[src/rtl/freq_gate_counter.sv]
// freq_gate_counter
// Measurement front end of the frequency counter. Rising edges of the
// asynchronous input sig_in are counted over a window of GATE_CYCLES clocks.
// At the end of each window the count is latched onto count_out together with
// a one-cycle valid pulse. count_out feeds the bin_to_bcd converter.
//
// The count saturates at MAX_COUNT, and overflow flags a window that lost edges
// to saturation. Every window is followed by one LATCH cycle in which edges
// are not counted.
//
// Optional build macro DEGLITCH_EN: an edge is accepted only after two low
// samples followed by two high samples. This rejects pulses and gaps shorter
// than two clocks and adds one clock of latency.

module freq_gate_counter #(
  parameter int GATE_CYCLES = 100000000,
  parameter int MAX_COUNT   = 99999999,
  parameter int CNT_W       = 27
) (
  input  logic             clk,
  input  logic             reset,
  input  logic             sig_in,
  input  logic             enable,
  output logic [CNT_W-1:0] count_out,
  output logic             valid,
  output logic             overflow,
  output logic             gate_active
);

  localparam int TMR_W = $clog2(GATE_CYCLES + 1);
  localparam logic [CNT_W-1:0] MAX_C  = CNT_W'(MAX_COUNT);
  localparam logic [TMR_W-1:0] LAST_T = TMR_W'(GATE_CYCLES - 1);

  typedef enum logic [1:0] {
    IDLE  = 2'd0,
    GATE  = 2'd1,
    LATCH = 2'd2
  } state_t;

  state_t           state;
  logic             sync_p0;
  logic             sync_p1;
  logic             sync_p2;
`ifdef DEGLITCH_EN
  logic             sync_p3;
  logic             sync_p4;
`endif
  logic             rise;
  logic [CNT_W-1:0] edge_cnt;
  logic [CNT_W-1:0] cnt_nxt;
  logic             sat;
  logic             sat_nxt;
  logic [TMR_W-1:0] timer;

  // Increment that sticks at the ceiling instead of wrapping.
  function automatic logic [CNT_W-1:0] sat_inc(input logic [CNT_W-1:0] c,
                                               input logic             inc);
    if (inc && (c != MAX_C)) begin
      return c + CNT_W'(1);
    end
    return c;
  endfunction

  // True when an edge arrives but the counter is already at the ceiling.
  function automatic logic sat_hit(input logic [CNT_W-1:0] c,
                                   input logic             inc);
    return inc && (c == MAX_C);
  endfunction

  // Stage p0/p1: two-flop synchronizer. Stage p2 and beyond: edge history.
`ifdef DEGLITCH_EN
  // Synchronizer plus four-sample history, so that a qualified edge can be detected
  always_ff @(posedge clk or posedge reset) begin
    if (reset) begin
      sync_p0 <= 1'b0;
      sync_p1 <= 1'b0;
      sync_p2 <= 1'b0;
      sync_p3 <= 1'b0;
      sync_p4 <= 1'b0;
    end else begin
      sync_p0 <= sig_in;
      sync_p1 <= sync_p0;
      sync_p2 <= sync_p1;
      sync_p3 <= sync_p2;
      sync_p4 <= sync_p3;
    end
  end

  // Accept the edge only when two low samples precede two high samples.
  assign rise = sync_p1 & sync_p2 & ~sync_p3 & ~sync_p4;
`else
  // Synchronizer plus one history flop for the plain edge detector
  always_ff @(posedge clk or posedge reset) begin
    if (reset) begin
      sync_p0 <= 1'b0;
      sync_p1 <= 1'b0;
      sync_p2 <= 1'b0;
    end else begin
      sync_p0 <= sig_in;
      sync_p1 <= sync_p0;
      sync_p2 <= sync_p1;
    end
  end

  // Every synchronized 0->1 transition counts.
  assign rise = sync_p1 & ~sync_p2;
`endif

  // Count value and saturation flag after the current cycle's edge, if any.
  assign cnt_nxt = sat_inc(edge_cnt, rise);
  assign sat_nxt = sat | sat_hit(edge_cnt, rise);

  // Gate FSM: times the window, accumulates edges, and latches the result.
  // The outputs are registered. They are loaded on the transition into LATCH,
  // so valid and the new count_out appear in the same cycle.
  always_ff @(posedge clk or posedge reset) begin
    if (reset) begin
      state       <= IDLE;
      timer       <= '0;
      edge_cnt    <= '0;
      sat         <= 1'b0;
      count_out   <= '0;
      overflow    <= 1'b0;
      valid       <= 1'b0;
      gate_active <= 1'b0;
    end else begin
      valid <= 1'b0;
      case (state)
        IDLE: begin
          timer    <= '0;
          edge_cnt <= '0;
          sat      <= 1'b0;
          if (enable) begin
            state       <= GATE;
            gate_active <= 1'b1;
          end
        end
        GATE: begin
          // The final gate cycle's edge is included through cnt_nxt/sat_nxt.
          edge_cnt <= cnt_nxt;
          sat      <= sat_nxt;
          if (timer == LAST_T) begin
            state       <= LATCH;
            gate_active <= 1'b0;
            timer       <= '0;
            count_out   <= cnt_nxt;
            overflow    <= sat_nxt;
            valid       <= 1'b1;
          end else begin
            timer <= timer + TMR_W'(1);
          end
        end
        LATCH: begin
          // Dead cycle: any edge seen now is dropped along with the old count.
          timer    <= '0;
          edge_cnt <= '0;
          sat      <= 1'b0;
          if (enable) begin
            state       <= GATE;
            gate_active <= 1'b1;
          end else begin
            state       <= IDLE;
            gate_active <= 1'b0;
          end
        end
        default: begin
          state       <= IDLE;
          gate_active <= 1'b0;
        end
      endcase
    end
  end

endmodule
[config.mk]
export PLATFORM = sky130hd
export DESIGN_NAME = freq_gate_counter
export DESIGN_NICKNAME = d
export VERILOG_FILES = /design/src/rtl/freq_gate_counter.sv
export SDC_FILE = /design/constraint.sdc
export NUM_CORES = 1
export LEC_CHECK = 0
export CAP_MARGIN = 30
export CORE_MARGIN = 3
export CORE_UTILIZATION = 53
export CTS_CLUSTER_DIAMETER = 50
export DETAILED_ROUTE_END_ITERATION = 8
export PLACE_DENSITY_LB_ADDON = 0.15
export SLEW_MARGIN = 25
export SYNTH_ARGS = -nofsm -noshare
export SYNTH_HDL_FRONTEND = slang
export SYNTH_SLANG_ARGS = --single-unit
[constraint.sdc]
create_clock -name clk -period 2.95 [get_ports clk]
set_clock_uncertainty 0.1 [all_clocks]
set_input_delay 0.7375 -clock clk [delete_from_list [all_inputs] [get_ports clk]]
set_output_delay 0.7375 -clock clk [all_outputs]
set_load 0.01 [all_outputs]
==> metrics.txt <==
status=finished clean; placed wire-length estimate=6698 microns; EDFF count, synth=0; GPL Wtd Cong=between 0.9 and 1; synth unique cells=48; Worst Path Required=3.09 ns; RSZ-0062 raised after global routing=false; H-Tree Depth=3; xor/xnor share of the synthesized area=between 10% and 20%; die height=between 90 and 100 microns; type of origin of the critical path=flop; slew margin rel.=between 40% and 50%; # rows=33; gr usage total=approximately 22%; Port Buffers=33; Seq/Total Area, Yosys=roughly half; TNS Setup=0 ns; Num CTS Buffers=9; area grow syn2layout=13.99%; largest net degree at the start of global routing=91; largest family of logic cells by synthesized area=simple AND/OR/NAND/NOR gates; Critical-path top delay cell=or2_4; Net count, final=approximately 550; vias in the first global route=3513; reg2reg path depth=7; Synth area leaders=dfrtp_1 (49%), xnor2_1 (6.8%), nand2_1 (5.8%), nor2_1 (4.3%), xor2_1 (3.8%); detailed-route via count=3769; final wirelength=about 10000 microns; Longest Clk Path Bufs=2; CTS tree=built; initial antenna violation count=0; fin crit period=approximately 2.6 ns; Final Cycle Share=between 80% and 90%; CTS clk-pin slew, worst paths=about 0.09 ns; drt first pass iters=5; Synth top area share=48.53%; antenna cells=0; Ys Warns=0; crit path kind=flop to flop; syn nets=515; share of post-route cells with drive strength above 1=under 10%; worst skew pair latency=around 0.35 ns; Tightest Hold Check Type=flop to flop; antenna-violating nets left=0; Synth Area in Compound Gates=between 10% and 20%; mux share of post-synthesis cell area=0%; Yosys reg bits=90; Post-CTS Setup Bufs=0; final hold viol count=0; Synth Flop Type=dfrtp_1; Fillers=between 700 and 800; first-pass GRT wire length=around 17000 microns; CP Max Fanout=57; Root Driver=clkbuf_8; crit path cell chain=ha_1, nand4_1, or2_1, or3_1, or2_4, a21oi_1, a2bb2oi_2; Mapped Area=about 4600 sq um; Slew @ Worst Pin=between 0.8 and 0.9 ns; Leak=approximately 0.0022 uW; drt drc=0; post-CTS sizing=0; MaxCap Viol Count=0; Slew Viols, Final=0; slowest cell delay on critical path=~0.49 ns; fmax=about 390 MHz; # setup viols final=0; Syn Inst Count=about 510; core footprint=between 8000 and 9000 sq um; post-synthesis simple-gate area fraction=~26%; maximum vdd drop=0.2666 mV; critical path arrival=2.71 ns; asr flop ratio synth=100.0%; Power Density=483.0 nW/um^2; GR Overflow Total=0; Initial DRC Count=between 200 and 300; adder-cell area share of the yosys netlist=less than 1%; I/O pin total=34; Sink Count=90; cell taking the most area after synthesis=dfrtp_1; Avg Inst Size Synth=around 9.1 sq um; Die ar.=just under 10000 sq um; crit end category=flop; Die W=roughly 100 microns; routed len/inst=roughly 15 microns; hold path depth=0; Initial Utilization=between 50% and 60%; Power, Total=2555 uW; hold-fix buffer count after cts=0; Via density=around 5.8
==> critical path: cells and delay by family (launching register included) <==
family	cells	cell delay (ns)
adders and majority gates	1	0.22
and+or+nand+nor	4	1.44
AOI/OAI and AO/OA	2	0.30
DFF	1	0.41
==> cell usage after synthesis (2+ instances only) <==
cell,count
and3_1,11
buf_2,4
o21ai_0,26
o31ai_1,2
a21o_1,3
buf_6,5
o21ai_1,26
nand2_1,72
ha_1,2
nand3_1,27
nor3_1,15
dfrtp_1,90
o21ai_2,2
nor2b_1,5
and4_1,6
a31oi_1,5
clkbuf_1,13
nor4_1,5
inv_1,10
or3_1,7
a21oi_1,19
nor2_1,53
nand4_1,21
a22o_1,2
xnor2_1,36
xor2_1,20
==> cells in the final DEF, fill, tap and decap left out, drive strengths merged, types with 3 or more instances in the layout <==
master	n
a21o	3
a21oi	20
a31oi	5
and3	11
and4	6
buf	10
clkbuf	10
clkdlybuf4s50	33
clkinvlp	3
dfrtp	90
inv	10
nand2	72
nand3	27
nand4	21
nor2	53
nor2b	5
nor3	16
nor4	5
nor4b	3
o21ai	54
or2	4
or3	7
xnor2	36
xor2	20
==> per-stage QoR <==
stage	setup WS [ns]	util [%]	hold slack (ns)	area [sq um]	instances
2_1_floorplan	0.6675	-	0.2312	4644	509
3_3_place_gp	0.4514	60.71	0.2419	5064	634
3_5_place_dp	0.3847	60.71	0.2569	5064	634
4_1_cts	0.3766	63.43	0.2791	5290	650
5_1_grt	0.2090	63.43	0.2818	5290	650
6_report	0.3815	63.43	0.2714	5290	650
==> flip-flops by register name, summed over array words and instances (netlist names) <==
register and flops:
count_out 27, edge_cnt 27, gate_active 1, overflow 1, sat 1, state 2, sync_p0 1, sync_p1 1
sync_p2 1, timer 27, valid 1
==> worst paths after layout <==
kind	from	endpoint	slack, ns
worst max-delay path	timer[0]	count_out[1]	0.38
worst min register to register	sync_p0	sync_p1	0.27
worst min-delay path	sync_p0	sync_p1	0.27
max in group asynchronous	reset	timer[14]	1.60
min in group asynchronous	reset	timer[20]	0.75
worst max register to register	timer[0]	count_out[1]	0.38
==> per-layer routing <==
metal	share of wire [%]	wire length (microns)	global-route usage, %
met4	1.9	188	7.353
met1	50	4910	33.68
met2	43	4278	30.22
met5	0	0	0
met3	5.4	537	3.927
==> cell families (layout without fill, tap and decap cells) <==
family | after synthesis | in the layout
fa+ha+maj | 2 | 2
buf+inv | 34 | 70
compound gates | 90 | 90
xor+xnor | 56 | 56
flops | 90 | 90
simple gates | 237 | 237
==> final cells by class <==
cell class,count,area (sq um),share of cell area (%)
Clock buffer,10,137.6,2.602
Clock inverter,6,88.84,1.679
Multi-Input combinational cell,385,2217,41.91
Inverter,11,45.04,0.8515
Tap cell,105,131.4,2.483
Timing Repair Buffer,43,417.9,7.900
Sequential cell,90,2252,42.57
==> report_power, final <==
group / total [uW] / internal [uW] / leakage, uW / switching, uW
combinational: 228 / 94.0 / 0.000820 / 134
sequential: 1380 / 1290 / 0.00124 / 85.1
clock: 950 / 502 / 0.000109 / 448
total: 2560 / 1890 / 0.00217 / 667
No activity file was read; power rests on OpenSTA's default activity.
